[src/rtl/regfile_pkg.sv]
// Shared register-file constants and the write-back entry layout.
package regfile_pkg;
   localparam int NUM_REGS = 32;
   localparam int ADDR_W   = 5;
   localparam int DATA_W   = 64;
   localparam logic [ADDR_W-1:0] ZERO_REG = 5'd31;

   typedef struct packed {
      logic [ADDR_W-1:0] addr;
      logic [DATA_W-1:0] data;
   } wb_entry_t;
endpackage

[src/rtl/decoder_5to32.sv]
// Register-number to one-hot decoder; all-zero when not enabled.
module decoder_5to32
   import regfile_pkg::*;
(
   input  logic [ADDR_W-1:0]   addr,
   input  logic                en,
   output logic [NUM_REGS-1:0] onehot
);
   always_comb begin
      onehot = '0;
      if (en) onehot[addr] = 1'b1;
   end
endmodule

[src/rtl/regfile_write_queue.sv]
// In-order write-back FIFO feeding the register array, one commit per cycle,
// with a youngest-match forwarding lookup over the buffered entries.
module regfile_write_queue
   import regfile_pkg::*;
#(
   parameter int DEPTH = 4,
   parameter int CNT_W = 16
)(
   input  logic                     clk,
   input  logic                     reset,
   input  logic                     in_valid,
   output logic                     in_ready,
   input  logic [ADDR_W-1:0]        in_addr,
   input  logic [DATA_W-1:0]        in_data,
   input  logic                     hold,
   output logic [NUM_REGS-1:0]      writeEnable,
   output logic [DATA_W-1:0]        writeData,
   input  logic [ADDR_W-1:0]        query_addr,
   output logic                     query_hit,
   output logic [DATA_W-1:0]        query_data,
   output logic [$clog2(DEPTH):0]   count,
   output logic [CNT_W-1:0]         commit_count
);
   localparam int PTR_W = $clog2(DEPTH);
   localparam int OCC_W = PTR_W + 1;

   wb_entry_t          entries [DEPTH];
   logic [DEPTH-1:0]   entryValid;
   logic [PTR_W-1:0]   headPtr, tailPtr;
   logic [OCC_W-1:0]   occ;
   logic [CNT_W-1:0]   commitCnt;
   logic               doPush, doPop;
   wb_entry_t          headEntry;

   assign in_ready     = (occ != OCC_W'(DEPTH));
   // Zero-register writes complete the handshake but never occupy a slot.
   assign doPush       = in_valid && in_ready && (in_addr != ZERO_REG);
   assign doPop        = (occ != '0) && !hold;
   assign headEntry    = entries[headPtr];
   assign writeData    = doPop ? headEntry.data : '0;
   assign count        = occ;
   assign commit_count = commitCnt;

   decoder_5to32 uDec (
      .addr   (headEntry.addr),
      .en     (doPop),
      .onehot (writeEnable)
   );

   always_ff @(posedge clk or posedge reset) begin
      if (reset) begin
         for (int i = 0; i < DEPTH; i++) entries[i] <= '0;
         entryValid <= '0;
         headPtr    <= '0;
         tailPtr    <= '0;
         occ        <= '0;
         commitCnt  <= '0;
      end else begin
         // Push and pop never share a slot: pop needs occ>0, push needs occ<DEPTH.
         if (doPush) begin
            entries[tailPtr]    <= '{addr: in_addr, data: in_data};
            entryValid[tailPtr] <= 1'b1;
            tailPtr             <= tailPtr + PTR_W'(1);
         end
         if (doPop) begin
            entryValid[headPtr] <= 1'b0;
            headPtr             <= headPtr + PTR_W'(1);
            commitCnt           <= commitCnt + CNT_W'(1);
         end
         case ({doPush, doPop})
            2'b10:   occ <= occ + OCC_W'(1);
            2'b01:   occ <= occ - OCC_W'(1);
            default: occ <= occ;
         endcase
      end
   end

   // Walk oldest to youngest so the last match left standing is the youngest.
   logic [PTR_W-1:0] fwdIdx;
   always_comb begin
      query_hit  = 1'b0;
      query_data = '0;
      fwdIdx     = '0;
      for (int i = 0; i < DEPTH; i++) begin
         fwdIdx = headPtr + PTR_W'(i);
         if (entryValid[fwdIdx] && (entries[fwdIdx].addr == query_addr) &&
             (query_addr != ZERO_REG)) begin
            query_hit  = 1'b1;
            query_data = entries[fwdIdx].data;
         end
      end
   end
endmodule

[config.mk]
export PLATFORM = sky130hd
export DESIGN_NAME = regfile_write_queue
export DESIGN_NICKNAME = d
export VERILOG_FILES = /design/src/rtl/regfile_pkg.sv /design/src/rtl/decoder_5to32.sv /design/src/rtl/regfile_write_queue.sv
export SDC_FILE = /design/constraint.sdc
export NUM_CORES = 1
export LEC_CHECK = 0
export BUFFER_PORTS_ARGS = -buffer_cell sky130_fd_sc_hd__buf_2
export CORE_MARGIN = 2
export CORE_UTILIZATION = 54
export DETAILED_ROUTE_END_ITERATION = 8
export PLACE_DENSITY = 0.78
export SETUP_SLACK_MARGIN = 0.2
export SYNTH_ARGS = -nofsm -noshare
export SYNTH_HDL_FRONTEND = slang
export SYNTH_HIERARCHICAL = 1
export SYNTH_SLANG_ARGS = --single-unit
[constraint.sdc]
create_clock -name clk -period 9.73 [get_ports clk]
set_clock_uncertainty 0.1 [all_clocks]
set_input_delay 0.973 -clock clk [delete_from_list [all_inputs] [get_ports clk]]
set_output_delay 0.973 -clock clk [all_outputs]
set_load 0.01 [all_outputs]
# Yosys cells after proc, flatten, opt, wreduce, memory -nomap -nowiden

Cells that the tools add are included.
Widths: inputs -> output; s select.

Register bits after elaboration: 303
Memory bits (writable): 0
Logic and storage cells: 112
Input bits: 78
Memories kept: 0
ROM bits: 0
Output and inout port bits: 181
Latch bits: 0

Add/subtract/negate cells: 7
Shift-type cells: 0
Bitwise logic cells: 8
Equality and inequality tests: 9
Multiply operators: 0
Reductions and logical operators: 18
Divide/modulo/power cells: 0
Multiplexer cells: 42
Magnitude comparators: 15

Operators by type and width:

| cell                  | count |
|---|---|
| $mux 69               | 9 |
| $bmux 69 s2           | 4 |
| $mux 64               | 5 |
| $bwmux 276            | 1 |
| $demux 69 s2          | 1 |
| $mux 32               | 1 |
| $eq 5x5->1            | 4 |
| $add 16x1->16 const B | 1 |
| $ge 3x3->1 const B    | 5 |
| $logic_and 1x1->1     | 15 |
| $lt 2x3->1 const B    | 5 |
| $not 2->3             | 5 |
| $mux 1                | 11 |
| $ne 5x5->1 const B    | 2 |
| $bmux 1 s2            | 4 |
| $mux 4                | 2 |
| $lt 5x6->1 const B    | 1 |
| $pmux 3 s2            | 1 |
| $demux 1 s5           | 1 |
| $ge 5x1->1 const B    | 1 |
| $add 2x1->2 const B   | 2 |
| $add 2x2->2 const B   | 2 |
| $and 4x4->4           | 1 |
| $demux 1 s2           | 2 |
| 12 further kinds      | 13 |

# Depth between registers and ports, before layout

Gate-level depths: netlist (run 1).

Word-level depth: 11
Mapped depth: 16

# By module

The synthesis (run 1) kept the hierarchy.

By module, submodules not included:

| module              | instances | cells each | area an instance (um^2) |
|---|---|---|---|
| regfile_write_queue | 1         | 1472       | 21062.7 |
| decoder_5to32       | 1         | 47         | 230.2 |

# Worst setup path before layout (run 1)

No wires, ideal clock.

Path type: flip-flop to output port
Start point: reg headPtr[1]
End point: out query_data[62]
Cell stages (with the launch flop): 16
Slack: 5061 ps
Buffers on the path: 7
Arrival: 3596 ps
Data required time: 8657 ps
Cells stage by stage: dfrtp_1 -> buf_4 -> buf_4 -> buf_2 -> clkbuf_1 -> inv_1 -> ha_1 -> buf_2 -> mux4_2 -> a21boi_0 -> nand4_1 -> a21o_1 -> buf_2 -> buf_2 -> nand3_1 -> a221oi_1

Cells in the longest elaborated chain, start to end: 11

RTL lines:

| element                                                        | line                                                                            | RTL |
|---|---|---|
| start, declared                                                | regfile_write_queue.sv:29                                                       | `logic [PTR_W-1:0] headPtr, tailPtr;` |
| start signal, assigned                                         | regfile_write_queue.sv:67                                                       | `headPtr <= headPtr + PTR_W'(1);` |
| $add 2x1->2 or $not 2->3 (tied branches)                       | regfile_write_queue.sv:85, regfile_write_queue.sv:86, regfile_write_queue.sv:89 |  |
| $not 2->3 (implied by the code) or $bmux 69 s2 (tied branches) | regfile_write_queue.sv:86, regfile_write_queue.sv:89                            |  |
| $bmux 69 s2 or $mux 69 (tied branches)                         | regfile_write_queue.sv:86, regfile_write_queue.sv:89                            |  |
| $mux 69 (implied by the code)                                  | regfile_write_queue.sv:89                                                       | `query_data = entries[fwdIdx].data;` |
| $mux 69 (implied by the code) or $eq 5x5->1 (tied branches)    | regfile_write_queue.sv:89, regfile_write_queue.sv:86                            |  |
| $eq 5x5->1 or $logic_and 1x1->1 (tied branches)                | regfile_write_queue.sv:86                                                       | `if (entryValid[fwdIdx] && (entries[fwdIdx].addr == query_addr) &&` |
| $logic_and 1x1->1                                              | regfile_write_queue.sv:86                                                       |  |
| $logic_and 1x1->1 or $mux 64 (tied branches)                   | regfile_write_queue.sv:86                                                       |  |
| $mux 64 (2 in series)                                          | regfile_write_queue.sv:86                                                       |  |
| $mux 64 (*)                                                    | regfile_write_queue.sv:86                                                       |  |
| end, declared                                                  | regfile_write_queue.sv:20                                                       | `output logic [DATA_W-1:0] query_data,` |

Every way passes the cells marked *; elsewhere a longest branch is shown, timed or not. The select of a mux whose other input is x is not followed.

# Final worst setup path (run 1)

Start point: reg headPtr[0]
End point: out query_data[41]

RTL lines:

| element                                     | line                                                 | RTL |
|---|---|---|
| $add 2x2->2 (*)                             | regfile_write_queue.sv:85                            | `fwdIdx = headPtr + PTR_W'(i);` |
| net fwdIdx[0]                               | regfile_write_queue.sv:79                            | `logic [PTR_W-1:0] fwdIdx;` |
| $not 2->3 (implied by the code)             | regfile_write_queue.sv:86, regfile_write_queue.sv:89 |  |
| $bmux 69 s2                                 | regfile_write_queue.sv:86, regfile_write_queue.sv:89 |  |
| $mux 69 (implied by the code) (2 in series) | regfile_write_queue.sv:89                            |  |
| $eq 5x5->1                                  | regfile_write_queue.sv:86                            |  |
| $logic_and 1x1->1 (2 in series)             | regfile_write_queue.sv:86                            |  |
| $mux 64 (*)                                 | regfile_write_queue.sv:86                            |  |

The timed path passes the listed nets; every way through them passes the cells marked *. The select of a mux whose other input is x is not followed.

==> qor.yml, run 1 <==
cp_max_fo: 65
cts_buffers: 37
vias: 14991
start_kind: "flip-flop"
ys_warn_count: 6
worstHoldStart: "commit_count[15]$_DFFE_PP0P_"
syn_nets: 1608
yosys.area_share.adder_pct: 0.6816
synth-main-ff-cell: "dfrtp_1"
crit_type: "reg2out"
final_cell_mix: "dfrtp_1, mux2_2, mux4_2"
final_common_cell: "dfrtp_1"
switching_share_pct: 38.92
rr_startpoint: "headPtr[0]$_DFFE_PP0P_"
synth_top_family_by_area: "multiplexers"
ant_nets: 0
cts_setup_buffers: 0
drc: 0
grt_pass1_vias: 15403
seq_power_share_pct: 27.5
required_ns: 8.66
antenna_found_initial: 6
synth_edf_count: 0
fin_crit_ns: 7.532
hold_viol_final: 0
maxSlewHeadroom_pct: 19.49
synth_cells: 1519
die_h_um: 202.6
synthToLayoutAreaGrowth_pct: 13.31
n_fill_cell: 2946
nets: 1781
synthesis.area_mm2: 0.02129
worst_slew_pin_slew_ns: 1.208
hpwlAfterDp_mm: 33.13
cp.arrival_ns: 6.46
initial_core_util_pct: 54.84
synth_area_per_cell_um2: 14.02
grt_usage_pct: 26.74
rsz0062_at_grt: "false"
pwr-share-comb_pct: 57.6
cts_buffer_depth: 3
p_leak_nw: 10.38
dpl.cell_count: 2171
wire_per_inst_um: 24.12
avgViaCountPerCell: 6.683
max-cap-violations: 0
pwr-share-clk_pct: 14.9
yosysSeqAreaShare_pct: 35.61
endpoint_kind: "primary output"
maxSlewViolCount: 0
row_count: 72
cts_tree: "yes"
synthSimpleGateAreaFrac_pct: 6.816
cts_num_sinks: 303
min_path_type: "reg2reg"
cts_resized: 0
synth_compound_area_share_pct: 4.525
first_pass_iters: 7
layout.cells.non_filler: 2243
cts-root-buf: "clkbuf_16"
routed_wl_mm: 54.11
yosys.cell_types.count: 46
clk_pin_slew_ns: 0.06
synth.mux.area_fraction_pct: 46.99
cts_htree_levels: 2
die_area_mm2: 0.04104
critPathLaunch: "headPtr[0]$_DFFE_PP0P_"
drt_iter0_drc: 1096
reg2reg_to: "headPtr[1]$_DFFE_PP0P_"
ir_drop_v: 0.0002190
p_per_area_mw_per_mm2: 410.2
io_buffers: 258
async_flop_share_pct: 100.0
grt-ovfl-total: 0
setup_violations: 0
r2r_setup_slack_ns: 5.83
grt_max_degree: 179
ys_ff_latch: 303
globalplace.congestion: 0.8449
p_sw_mw: 3.852
chipWidth_um: 202.6
grt_pass1_wl_mm: 86.71
r2r_cells: 6
fin_tns_setup_ns: 0
synth_xor_area_share_pct: 1.974
drive_gt1_share_pct: 56.13
clk_latency_ns: 0.55
worst_hold_path.endpoint: "commit_count[15]$_DFFE_PP0P_"
fmaxAchievable_mhz: 132.8
io_pins: 259
postCtsHoldBufs: 0
p_int_mw: 6.046
fin_crit_sh_pct: 77.41
core_area_mm2: 0.03883
hold_path_depth: 1
outcome: "finished clean"
==> per-layer routing <==
metal	GRT usage (%)	up-vias	share of wire (%)	wire length [um]
met1	35.85	7833	40	21410
li1	-	6324	-	-
met2	42.67	713	49	26480
met5	0	-	0.031	17
met3	6.308	117	8.4	4527
met4	10.38	4	3.1	1677
==> worst max-delay path: stages, from the launching register on <==
cell	delay, ns
dfrtp_4	0.88
inv_1	0.33
ha_4	0.79
buf_4	0.61
mux2i_1	0.29
xor2_1	0.09
nand4_1	0.18
a21o_2	0.15
buf_4	0.73
o221ai_4	0.72
buf_4	0.62
o211ai_2	0.29
buf_2	0.16
==> through the flow <==
step / setup WS, ns / area, um2 / power (mW) / util, % / hold slack [ns]
floorplan: 0.2827 / 21290 / 7.098 / - / 0.4076
global placement: 2.994 / 22800 / 8.174 / 58.73 / 0.3583
detailed placement: 2.812 / 22800 / 8.407 / 58.73 / 0.3626
CTS: 2.186 / 24120 / 9.939 / 62.11 / 0.3712
global route: 1.853 / 24130 / 10.49 / 62.14 / 0.3903
finish: 2.198 / 24130 / 9.898 / 62.14 / 0.3740
==> logic make-up after synthesis <==
family,Yosys count
AO/OA/AOI/OAI,85
XOR/XNOR,48
flip-flops,303
buffers and inverters,155
adder cells (fa/ha/maj),11
multiplexers,625
AND/OR/NAND/NOR,292
==> Yosys cell counts (2+ instances only) <==
master     number  area [um2]
nand2b_1        2       12.51
o32ai_1         2       17.52
or2_2           2       12.51
clkbuf_1       49       183.9
nand4bb_1       3       33.78
nor3_1          6       30.03
buf_1          32       120.1
o211ai_1        4       30.03
nand3_1        70       350.3
nor2_1         42       157.7
buf_2          45       225.2
nand4b_1        3       26.28
a22oi_1         4       30.03
a21o_1          2       15.01
xnor2_1        28       245.2
mux2_2        277        3119
dfrtp_1       303        7582
nand4_1        11       68.82
a21boi_0        2       15.01
nand2_1        82       307.8
inv_1          14       52.55
o211ai_2       60       750.7
and2_1         64       400.4
mux4_2        272        6126
buf_4           7       52.55
buf_6           8       90.09
xor2_1         20       175.2
ha_1           10       125.1
mux2i_1        76       760.7
and3_1          2       12.51
o21ai_0         2       10.01
==> how the worst max path moves through the flow <==
stage                                        endpoint  slack, ns  depth (start not counted)
after floorplan           commit_count[0]$_DFFE_PP0P_       0.28                          1
after global placement                 query_data[51]       2.99                         12
after detailed placement               query_data[41]       2.81                         12
after CTS                              query_data[41]       2.19                         12
after global routing                   query_data[41]       1.85                         12
final                                  query_data[41]       2.20                         12
==> power by group through the flow <==
stage          clock [mW]  combinational, mW  sequential, mW
6_report             1.48               5.70            2.72
3_5_place_dp            0               5.69            2.72
3_3_place_gp            0               5.56            2.62
5_1_grt              1.56               6.09            2.84
4_1_cts              1.51               5.73            2.70
2_1_floorplan           0               4.71            2.39
==> registers in the layout, summed over array words and instances (netlist names) <==
| signal | cells |
|---|---|
| entries | 276 |
| headPtr | 2 |
| commit_count | 16 |
| entryValid | 4 |
| count | 3 |
| tailPtr | 2 |
==> area by class of cell <==
| type | instances | area, um2 | area share [%] |
|---|---|---|---|
| inverters | 14 | 60.06 | 0.2489 |
| multi-input cells | 1061 | 13060 | 54.14 |
| diodes | 4 | 10.01 | 0.04149 |
| repair buffers | 275 | 1444 | 5.985 |
| clock inverters | 19 | 239.0 | 0.9905 |
| well taps | 518 | 648.1 | 2.686 |
| flip-flops and latches | 303 | 7590 | 31.46 |
| clock buffers | 49 | 1074 | 4.450 |
(Power assumes the default switching activity.)
==> run 2, diff against run 1 <==
--- a/config.mk
+++ b/config.mk
@@ -5,11 +5,12 @@
 export SDC_FILE = /design/constraint.sdc
 export NUM_CORES = 1
 export LEC_CHECK = 0
+export ABC_AREA = 1
 export BUFFER_PORTS_ARGS = -buffer_cell sky130_fd_sc_hd__buf_2
 export CORE_MARGIN = 2
-export CORE_UTILIZATION = 54
+export CORE_UTILIZATION = 60
 export DETAILED_ROUTE_END_ITERATION = 8
-export PLACE_DENSITY = 0.78
+export PLACE_DENSITY = 0.82
 export SETUP_SLACK_MARGIN = 0.2
 export SYNTH_ARGS = -nofsm -noshare
 export SYNTH_HDL_FRONTEND = slang
==> constraint.sdc (replaced) <==
create_clock -name clk -period 7.16 [get_ports clk]
set_clock_uncertainty 0.1 [all_clocks]
set_input_delay 0.716 -clock clk [delete_from_list [all_inputs] [get_ports clk]]
set_output_delay 0.716 -clock clk [all_outputs]
set_load 0.01 [all_outputs]
==> run 2 against run 1 <==
Utilization is 4.8 points higher. Critical path type unchanged. Highest routed layer unchanged. Wire length is 16% higher. Worst setup slack worse by 1.1 ns. Final area is 2.3% lower. Sequential power is 13% higher. Die area is 9.8% lower. Area after synthesis hardly changed. Sequential share of layout area is 0.72 points higher. Clock power is 26% higher. Via count is 42% higher. Synthesized cell count is 100% higher.
==> qor.yml, run 2 <==
outcome: "finished clean"
globalplace.congestion: 0.8915
start_kind: "flip-flop"
grt-ovfl-total: 0
cts-root-buf: "clkbuf_16"
synth_compound_area_share_pct: 14.48
synthToLayoutAreaGrowth_pct: 10.67
io_pins: 259
netlist.top_cell.by_area: "dfrtp_1"
slowest_delay_ns: 0.81
postCtsHoldBufs: 0
grt_pass1_vias: 20065
die_area_mm2: 0.03703
p_leak_nw: 11.87
endpoint_kind: "primary output"
cp_max_fo: 111
p_int_mw: 6.524
initial_core_util_pct: 60.48
cts_htree_levels: 2
multi_input_area_mm2: 0.01173
cts_num_sinks: 303
regArea_mm2: 0.007586
crit_path_cell_trace: "inv_6, buf_4, nand2_1, nand3_1, nand2_1, nand2_1, nand2_1, nor2_4, buf_4, nand4_1, nand2_1, nand2_1, a21oi_1, buf_2"
ys_top_cells_by_area: "dfrtp_1, nand2_1, o21ai_0"
ant_nets: 0
nets: 3254
largest_register_ffs: 276
ys_warn_count: 6
grt_pass1_wl_mm: 101.3
worst_slew_pin_slew_ns: 1.348
cp_slowest_cell: "dfrtp_4"
p_per_area_mw_per_mm2: 561.7
drive_gt1_share_pct: 15.63
maxSlewHeadroom_pct: 10.15
synth-main-ff-cell: "dfrtp_1"
clk_pin_slew_ns: 0.06
syn_nets: 3150
synth_top_family_by_area: "simple AND/OR/NAND/NOR gates"
crit_type: "reg2out"
final_cell_mix: "nand2_1, o21ai_0, nor2_1"
synth.mux.area_fraction_pct: 12.69
ir_drop_v: 0.0003740
synth_xor_area_share_pct: 0.8222
cts_buffers: 36
cp_common_cell: "nand2_1"
min_path_type: "in2async"
ys_ff_latch: 303
cts_setup_buffers: 0
synthesis.area_mm2: 0.02130
yosysMostFrequentCell: "nand2_1"
p_sw_mw: 6.719
die_h_um: 192.4
dpl.cell_count: 3588
io_buffers: 258
avgViaCountPerCell: 5.816
hpwlAfterDp_mm: 37.74
core_area_mm2: 0.03522
grt_usage_pct: 33.88
final_common_cell: "nand2_1"
wire_per_inst_um: 17.12
clk_latency_ns: 0.51
setup_violations: 0
r2r_cells: 5
pwr-share-comb_pct: 62.6
seq_power_share_pct: 23.3
utilization_pct: 66.93
switching_share_pct: 50.74
hold_viol_final: 0
drc: 0
required_ns: 6.34
placed_cell_area_mm2: 0.02236
synth.top_cell.area_share_pct: 35.59
fin_crit_ns: 6.079
rsz0062_at_grt: "false"
fin_area_mm2: 0.02358
max-cap-violations: 0
synthSimpleGateAreaFrac_pct: 26.06
pwr-share-clk_pct: 14.1
fmaxAchievable_mhz: 164.5
antenna_found_initial: 8
maxSlewViolCount: 0
fin_tns_setup_ns: 0
row_count: 69
cts_buffer_depth: 3
synth_area_per_cell_um2: 6.960
yosys.cell_types.count: 30
chipWidth_um: 192.4
cts_resized: 0
vias: 21285
routed_wl_mm: 62.68
synth_cells: 3061
drt_iter0_drc: 1965
top_register: "entries"
fin_crit_sh_pct: 84.91
yosys.area_share.adder_pct: 0.6813
cts_tree: "yes"
first_pass_iters: 7
async_flop_share_pct: 100.0
synth_edf_count: 0
yosysSeqAreaShare_pct: 35.59
cp.arrival_ns: 5.26
n_fill_cell: 2999
layout.cells.non_filler: 3660
yosys-top-cells-count: "nand2_1, o21ai_0, nor2_1"
grt_max_degree: 331
run 2: worst max-delay path, delay by kind of cell, from the launching register on:
| family | cells | cell delay (ns) |
|---|---|---|
| AND/OR/NAND/NOR | 9 | 1.72 |
| buffers and inverters | 4 | 1.93 |
| flip-flops | 1 | 0.81 |
| AO/OA/AOI/OAI | 1 | 0.19 |
run 2: layer usage:
metal	global-route usage, %	up-vias	share of wire (%)
met3	5.328	164	9.6
met5	0	-	0.032
li1	-	10110	-
met1	44.50	9903	41
met2	56.20	1104	46
met4	13.30	4	3.1
run 2: stage by stage:
step / setup slack [ns] / power, mW / hold slack, ns
after floorplan: 2.315 / 9.110 / 0.3924
after global placement: 1.728 / 10.88 / 0.3557
after detailed placement: 1.609 / 11.18 / 0.3636
after CTS: 1.077 / 13.11 / 0.3020
after global routing: 0.6625 / 14.36 / 0.3373
final: 1.081 / 13.24 / 0.2709
run 2: logic make-up (layout without fill, tap and decap cells):
group / after synthesis / in the layout
compound gates: 614 / 614
xor+xnor: 20 / 20
fa+ha+maj: 11 / 11
buf+inv: 466 / 598
flops: 303 / 303
mux: 254 / 254
other cells: 0 / 6
simple gates: 1393 / 1393
run 2: path summary, 6_finish.rpt:
path	start	end	slack (ns)
setup reg to reg	headPtr[0]$_DFFE_PP0P_	headPtr[1]$_DFFE_PP0P_	3.32
hold / removal	reset	entries[194]$_DFFE_PP0P_	0.27
hold reg to reg	commit_count[15]$_DFFE_PP0P_	commit_count[15]$_DFFE_PP0P_	0.37
min in group clk	in_data[7]	entries[7]$_DFFE_PP0P_	0.34
max in group asynchronous	reset	headPtr[0]$_DFFE_PP0P_	5.27
setup / recovery	headPtr[0]$_DFFE_PP0P_	query_data[38]	1.08
run 2: power groups by stage:
stage	logic [mW]	registers, mW	clock network, mW
final	8.29	3.08	1.87
after global routing	9.20	3.19	1.97
after CTS	8.14	3.07	1.89
after detailed placement	8.08	3.10	0
after global placement	7.84	3.05	0
after floorplan	6.21	2.90	0
run 2: area by class of cell:
type	count	area share, %
Clock buffer	51	4.405
Clock inverter	15	0.7058
Inverter	249	4.033
Tap cell	461	2.447
Sequential cell	303	32.18
Timing Repair Buffer	283	6.432
Multi-Input combinational cell	2292	49.74
Antenna cell	6	0.06368
